File: src/rtl/iq_tx_deframer_pkg.sv
// rtl/iq_tx_deframer_pkg.sv - shared widths and state encodings for the TX I/Q deframer
package iq_tx_deframer_pkg;
  localparam int FRAME_W = 32;
  localparam int WORD_W  = 16;
  localparam int SLOTS   = 16;
  localparam int SLOT_W  = $clog2(SLOTS);

  typedef enum logic {EXPECT_FIRST, EXPECT_SECOND} asm_state_t;
  typedef enum logic {IDLE, RUN} ser_state_t;
endpackage

File: src/rtl/iq_frame_serializer.sv
// rtl/iq_frame_serializer.sv - 32-bit frame to dibit serializer with slot counter and underrun count
module iq_frame_serializer
  import iq_tx_deframer_pkg::*;
#(
  parameter logic [FRAME_W-1:0] IDLE_FRAME = '0,
  parameter int                 CNT_W      = 8
) (
  input  logic               i_sys_clk,
  input  logic               i_rst_b,
  input  logic               i_tx_en,
  input  logic               i_staged_valid,
  input  logic [FRAME_W-1:0] i_staged,
  output logic               o_consume,
  output logic [1:0]         o_tx_dibit,
  output logic               o_frame_start,
  output logic               o_active,
  output logic [CNT_W-1:0]   o_underrun_cnt
);
  ser_state_t         r_state;
  logic [SLOT_W-1:0]  r_slot;
  logic [FRAME_W-1:0] r_sr;
  logic               r_frame_start;
  logic [CNT_W-1:0]   r_underrun;
  logic               w_boundary;

  assign w_boundary = (r_state == RUN) && (r_slot == SLOT_W'(SLOTS - 1));
  assign o_consume  = i_tx_en && i_staged_valid && ((r_state == IDLE) || w_boundary);

  always_ff @(posedge i_sys_clk or negedge i_rst_b) begin
    if (!i_rst_b) begin
      r_state       <= IDLE;
      r_slot        <= '0;
      r_sr          <= '0;
      r_frame_start <= 1'b0;
      r_underrun    <= '0;
    end else begin
      r_frame_start <= 1'b0;
      case (r_state)
        IDLE: begin
          if (i_tx_en && i_staged_valid) begin
            r_state       <= RUN;
            r_slot        <= '0;
            r_sr          <= i_staged;
            r_frame_start <= 1'b1;
          end
        end
        RUN: begin
          if (!w_boundary) begin
            r_slot <= r_slot + SLOT_W'(1);
            r_sr   <= {r_sr[FRAME_W-3:0], 2'b00};
          end else if (!i_tx_en) begin
            // clearing the shift register keeps the idle dibit at 00
            r_state <= IDLE;
            r_slot  <= '0;
            r_sr    <= '0;
          end else begin
            r_slot        <= '0;
            r_frame_start <= 1'b1;
            if (i_staged_valid) begin
              r_sr <= i_staged;
            end else begin
              r_sr <= IDLE_FRAME;
              if (r_underrun != '1) r_underrun <= r_underrun + CNT_W'(1);
            end
          end
        end
        default: r_state <= IDLE;
      endcase
    end
  end

  assign o_tx_dibit     = r_sr[FRAME_W-1 -: 2];
  assign o_frame_start  = r_frame_start;
  assign o_active       = (r_state == RUN);
  assign o_underrun_cnt = r_underrun;
endmodule

File: src/rtl/iq_tx_deframer.sv
// rtl/iq_tx_deframer.sv - pulls 16-bit words, pairs them on the bit-0 sync marker, feeds the serializer
module iq_tx_deframer
  import iq_tx_deframer_pkg::*;
#(
  parameter logic [FRAME_W-1:0] IDLE_FRAME = 32'h0000_0000,
  parameter int                 CNT_W      = 8
) (
  input  logic              i_sys_clk,
  input  logic              i_rst_b,
  input  logic              i_tx_en,
  output logic              o_tx_fifo_pull,
  input  logic [WORD_W-1:0] i_tx_fifo_pulled_data,
  input  logic              i_tx_fifo_empty,
  output logic [1:0]        o_tx_dibit,
  output logic              o_frame_start,
  output logic              o_active,
  output logic [CNT_W-1:0]  o_underrun_cnt,
  output logic [CNT_W-1:0]  o_sync_err_cnt
);
  asm_state_t         r_asm_state;
  logic               r_pull_q;
  logic [WORD_W-1:0]  r_w0;
  logic [FRAME_W-1:0] r_staged;
  logic               r_staged_valid;
  logic [CNT_W-1:0]   r_sync_err;
  logic               w_consume;
  logic               w_sync_err;

  // at most one word in flight, and nothing fetched while a sample waits
  assign o_tx_fifo_pull = i_tx_en && !i_tx_fifo_empty && !r_staged_valid && !r_pull_q;
  assign w_sync_err     = r_pull_q && (i_tx_fifo_pulled_data[0] == (r_asm_state == EXPECT_SECOND));

  always_ff @(posedge i_sys_clk or negedge i_rst_b) begin
    if (!i_rst_b) begin
      r_asm_state    <= EXPECT_FIRST;
      r_pull_q       <= 1'b0;
      r_w0           <= '0;
      r_staged       <= '0;
      r_staged_valid <= 1'b0;
      r_sync_err     <= '0;
    end else begin
      r_pull_q <= o_tx_fifo_pull;
      if (r_pull_q) begin
        if (i_tx_fifo_pulled_data[0]) begin
          r_w0        <= i_tx_fifo_pulled_data;
          r_asm_state <= EXPECT_SECOND;
        end else if (r_asm_state == EXPECT_SECOND) begin
          r_staged       <= {r_w0, i_tx_fifo_pulled_data};
          r_staged_valid <= 1'b1;
          r_asm_state    <= EXPECT_FIRST;
        end
      end
      if (w_sync_err && (r_sync_err != '1)) r_sync_err <= r_sync_err + CNT_W'(1);
      if (w_consume) r_staged_valid <= 1'b0;
    end
  end

  iq_frame_serializer #(
    .IDLE_FRAME (IDLE_FRAME),
    .CNT_W      (CNT_W)
  ) u_serializer (
    .i_sys_clk      (i_sys_clk),
    .i_rst_b        (i_rst_b),
    .i_tx_en        (i_tx_en),
    .i_staged_valid (r_staged_valid),
    .i_staged       (r_staged),
    .o_consume      (w_consume),
    .o_tx_dibit     (o_tx_dibit),
    .o_frame_start  (o_frame_start),
    .o_active       (o_active),
    .o_underrun_cnt (o_underrun_cnt)
  );

  assign o_sync_err_cnt = r_sync_err;
endmodule
File: config.mk
export PLATFORM = sky130hd
export DESIGN_NAME = iq_tx_deframer
export DESIGN_NICKNAME = d
export VERILOG_FILES = /design/src/rtl/iq_tx_deframer_pkg.sv /design/src/rtl/iq_frame_serializer.sv /design/src/rtl/iq_tx_deframer.sv
export SDC_FILE = /design/constraint.sdc
export NUM_CORES = 1
export LEC_CHECK = 0
export BUFFER_PORTS_ARGS = -buffer_cell sky130_fd_sc_hd__buf_2
export CORE_ASPECT_RATIO = 0.7
export CORE_MARGIN = 2
export CORE_UTILIZATION = 25
export DETAILED_ROUTE_END_ITERATION = 16
export PLACE_DENSITY = 0.38
export SYNTH_ARGS = -nofsm -noshare
export SYNTH_HDL_FRONTEND = slang
export SYNTH_SLANG_ARGS = --single-unit
File: constraint.sdc
create_clock -name i_sys_clk -period 4.92 [get_ports i_sys_clk]
set_input_delay 0.492 -clock i_sys_clk [delete_from_list [all_inputs] [get_ports i_sys_clk]]
set_output_delay 0.492 -clock i_sys_clk [all_outputs]
set_load 0.01 [all_outputs]
### Word level (Yosys, flattened, before mapping)

Index checks and enable logic that the tools add are counted.

| word-level totals | value |
|---|---|
| flip-flop bits (word level) | 104 |
| input bits | 20 |
| output and inout bits | 21 |
| logic and storage cells | 60 |

| cells by class | value |
|---|---|
| $add $sub $neg | 3 |
| equal/unequal tests | 6 |
| mux-type cells | 19 |
| bitwise logic cells | 3 |
| reduce and logical (&&, ||, !) cells | 18 |

Operator list:

| operator | number |
|---|---|
| $mux 32 | 4 |
| $pmux 32 s2 | 1 |
| $add 8x1->8 const B | 2 |
| $ne 8x8->1 const B | 2 |
| $mux 1 | 9 |
| $logic_and 1x1->1 | 8 |
| $mux 4 | 2 |
| $pmux 4 s2 | 1 |
| $reduce_and 3->1 | 2 |
| $reduce_and 5->1 | 1 |
| $add 4x1->4 const B | 1 |
| $eq 4x4->1 const B | 1 |
| $pmux 1 s2 | 2 |
| $reduce_bool 2->1 | 2 |
| $logic_not 1->1 | 3 |
| $not 1->1 | 3 |
| $ne 2x1->1 const B | 1 |
| $ne 2x2->1 const B | 1 |
| $reduce_and 2->1 | 1 |
| $eq 1x1->1 | 1 |
| $logic_or 1x1->1 | 1 |

### Logic depth before layout (Yosys ltp)

| logic depth | value |
|---|---|
| depth after elaboration | 6 |
| gate-level depth with buffers | 6 |
| gate-level depth less buffers | 6 |

### Hierarchy

Synthesis repeated with hierarchy kept, for this count alone.

| unflattened totals | value |
|---|---|
| cells, all modules | 367 |
| area total of the unflattened synthesis | 4421.7 um^2 |

Modules (own cells, without submodules):

| module | times used | cells an instance | area an instance (um^2) | seq. area each (um^2) |
|---|---|---|---|---|
| iq_tx_deframer | 1 | 147 | 2289.7 | 1451.4 |
| iq_frame_serializer | 1 | 220 | 2132.0 | 1151.1 |

### Least setup slack after synthesis

No wires, ideal clock.

| path | value |
|---|---|
| path type | reg-to-reg |
| from | reg r_sync_err[0] (netlist: o_sync_err_cnt[0]) |
| to | reg r_sync_err[1] (netlist: o_sync_err_cnt[1]) |
| setup time | 125 ps |
| arrival | 1550 ps |
| setup slack | 3246 ps |
| stages on the path, launching flop included | 5 |
| clock period less this slack | 1674 ps |
| cells stage by stage | dfrtp_1 -> ha_1 -> and3_1 -> a21oi_1 -> mux2_2 |

| between the ends | value |
|---|---|
| word-level cells in the longest chain between the ends | 2 |
| elaborated cells on any way between the ends | 3 |
| classes of those cells | add/sub: 1; eq/ne: 1; reduce/logical: 1 |

RTL lines:

| what | line | RTL |
|---|---|---|
| start, declared | iq_tx_deframer.sv:25 | `logic [CNT_W-1:0] r_sync_err;` |
| start signal, assigned | iq_tx_deframer.sv:53 | `if (w_sync_err && (r_sync_err != '1)) r_sync_err <= r_sync_err + CNT_W'(1);` |
| parallel branches: the longest is 2 deep, another holds $add 8x1->8 | -- |  |

Parallel ways; which one is timed is not known.
A chain may end at the register's enable or synchronous reset.

### Worst setup path in the final report

| path | value |
|---|---|
| from | reg u_serializer.r_slot[0] |
| to | reg u_serializer.r_sr[21] |

| between the ends | value |
|---|---|
| word-level cells in the longest chain between the ends | 4 |

RTL lines:

| what | line | RTL |
|---|---|---|
| start, declared | iq_frame_serializer.sv:20 | `logic [SLOT_W-1:0] r_slot;` |
| start signal, assigned | iq_frame_serializer.sv:49 | `r_slot <= r_slot + SLOT_W'(1);` |
| $eq 4x4->1 | iq_frame_serializer.sv:26 | `assign w_boundary = (r_state == RUN) && (r_slot == SLOT_W'(SLOTS - 1));` |
| $logic_and 1x1->1 | iq_frame_serializer.sv:26 |  |
| $mux 32 | iq_frame_serializer.sv:48 | `if (!w_boundary) begin` |
| $pmux 32 s2 | iq_frame_serializer.sv:38 | `case (r_state)` |
| end signal, assigned | iq_frame_serializer.sv:43 | `r_sr <= i_staged;` |
| end signal, assigned | iq_frame_serializer.sv:50 | `r_sr <= {r_sr[FRAME_W-3:0], 2'b00};` |
| end signal, assigned | iq_frame_serializer.sv:60 | `r_sr <= i_staged;` |
| end, declared | iq_frame_serializer.sv:21 | `logic [FRAME_W-1:0] r_sr;` |

No other way between the ends.

==> flow_summary.yaml <==
cells_and_area:
  num-nets-final: 408
  postLayoutCoreUtil: 0.300
  area_delta_synth_final_pct: 16.0
  drive_gt1_frac: 0.284
  diodes: 0
grt:
  grt_pass1_vias: 2801
  grt_max_degree: 74
  grtUsageTotal: 0.112
  grt_overflow_total: 0
  grt_busiest_layer: "met1"
  antenna_found_initial: 0
  grt_use_met3: 0.0359
  grt_pass1_wl_mm: 15.9
  use_met2: 0.146
  met1_usage: 0.175
pwr:
  cellPowerDensity_nw_per_um2: 575
  leakage_nw: 2.21
  power_mw: 2.85
  vdd_drop_max_mv: 0.203
worst_setup_path:
  crit_fanout: 63
  critPathArrivalTime_ps: 2340
  cp.required_ps: 5080
  path_cells: "ha_1 > nand3_2 > nand2_2 > o22ai_1 > a21oi_1"
  slowest_delay_ps: 630
  endpoint_kind: "register"
  start_kind: "register"
  crit_type: "reg -> reg"
  cp_slowest_cell: "nand2_2"
clock_tree:
  clkSlewWorstSetupHoldPaths_ps: 70
  cts_buffers: 9
  cts_setup_buffers: 0
  htree_num_levels: 3
  cts_root_buf: "clkbuf_16"
  clock_path_buffers: 2
  clock_latency_ps: 340
  cts_tree: "done"
  cts-resized-gates: 0
  cts_sinks: 103
  holdBufCountCts: 0
floorplan:
  pin_count: 41
  coreArea_um2: 16500
  start_util: 0.259
  dieArea_um2: 18100
  die_x_um: 160
  placementRows: 39
  die_h_um: 113
yosys:
  synth_top_area_share: 0.604
  ys_top_cells_by_count: "dfrtp_1, mux2_2, o21ai_0"
  yosysTopAreaCell: "dfrtp_1"
  syn_nets: 378
  synth.distinct_cells: 32
  seq_area_frac_synth: 0.604
  ys_ff_latch: 103
  synth_cells: 354
  avgSynthCellArea_um2: 12.1
  synth_area_leaders: "dfrtp_1, mux2_2, o21ai_0"
  async_flop_share: 1.00
  synth_area_um2: 4270
  synth_most_common_cell: "dfrtp_1"
  synth_enable_flop_cells: 0
  synthFlopType: "dfrtp_1"
  yosys_warnings: 0
timing:
  finalSetupTns_ps: 0
  setup-violations-final: 0
  fin_worst_skew_ps: 8.00
  rsz0062_at_grt: "no"
  post-route-min-period_ps: 2180
  drv_slew: 0
  finalHoldViolations: 0
  fin_crit_sh: 0.443
  max_slew_margin: 0.201
  finalWorstSetupSlack_ps: 2740
  worst-slew-pin-transition_ps: 1200
  clock.fmax_mhz: 459
place:
  io_buffers: 40
  dp_hpwl_mm: 6.04
  place_congestion: 0.711
  pre_cts_ws_ps: 2550
drt:
  wl_per_cell_um: 15.5
  drt-vias-per-instance: 4.60
  route.detailed.drc: 0
  wirelength_mm: 9.53
  drtIter0Drc: 126
  via_count: 2819
  final_antenna_net_count: 0
  drt_first_pass_iters: 4
run_status:
  status: "finished clean"
worst_hold_path:
  hp-class: "in -> async"
flow_run:
  drv_cap: 0
sequential cells by signal, indices dropped and copies added (netlist names):
name,count
u_serializer.o_underrun_cnt,8
u_serializer.o_active,1
r_asm_state,1
r_pull_q,1
r_staged,31
u_serializer.o_frame_start,1
u_serializer.r_slot,4
u_serializer.r_sr,31
o_sync_err_cnt,8
r_staged_valid,1
r_w0,16
critical path, delay by kind of cell, from the launching register on:
kind / cells / cell delay, ps
DFF: 1 / 420
and+or+nand+nor: 2 / 770
adders and majority gates: 1 / 260
AOI/OAI and AO/OA: 2 / 530
final timing paths:
path                                         from                     to  slack (ps)  cells after the start
max in group asynchronous                 i_rst_b  u_serializer.r_sr[10]        3640                      2
setup / recovery           u_serializer.r_slot[0]  u_serializer.r_sr[21]        2740                      5
hold reg to reg                           r_w0[0]                r_w0[0]         470                      1
setup reg to reg           u_serializer.r_slot[0]  u_serializer.r_sr[21]        2740                      5
min in group i_sys_clk            i_tx_fifo_empty               r_pull_q         330                      2
hold / removal                            i_rst_b                r_w0[1]         310                      1
power by group:
| part | switching (mW) | internal (mW) | leakage (nW) |
|---|---|---|---|
| registers | 0.232 | 1.19 | 1.29 |
| clock network | 0.300 | 0.391 | 0.135 |
| logic | 0.367 | 0.371 | 0.783 |
final cells by class:
class                   instances  area, um^2
inverters                       4        15.0
fillers                      1755       11500
flip-flops and latches        103        2580
multi-input cells             223        1570
clock inverters                 4        47.5
well taps                     225         282
repair buffers                 43         225
clock buffers                  11         233
layout by cell type (no fill, tap or decap), types with 3 or more instances in the layout:
cell / Yosys / routed
clkbuf_16: 0 / 9
nand2b_1: 3 / 3
dfrtp_1: 103 / 103
buf_4: 2 / 4
a21oi_1: 32 / 32
nand2_1: 21 / 20
and3_1: 3 / 3
buf_2: 6 / 39
nand3b_1: 3 / 3
ha_1: 4 / 4
o21ai_0: 37 / 37
nand4_1: 4 / 4
xnor2_1: 6 / 6
nor2_1: 4 / 4
o22ai_1: 29 / 29
mux2_2: 50 / 50
inv_1: 4 / 4
nand3_1: 6 / 6
a31oi_1: 4 / 4
xor2_1: 4 / 4
per-stage QoR:
step | area, um^2 | instances | hold slack [ps]
detailed placement | 4670 | 598 | 452
finish | 4950 | 613 | 306
global route | 4950 | 613 | 332
global placement | 4670 | 598 | 449
floorplan | 4270 | 354 | 196
CTS | 4950 | 613 | 323
layer usage:
layer,up-vias,share of wire
li1,1347,-
met1,1410,0.56
met2,54,0.39
met3,8,0.041
met4,0,0.0099
met5,-,0
kinds of logic after synthesis:
family	count (synthesis)	synth area share
xor+xnor	10	0.0205
compound gates	105	0.135
fa+ha+maj	4	0.0117
flops	103	0.604
simple gates	52	0.0642
mux	52	0.137
buf+inv	28	0.0281
(Power assumes the default switching activity.)
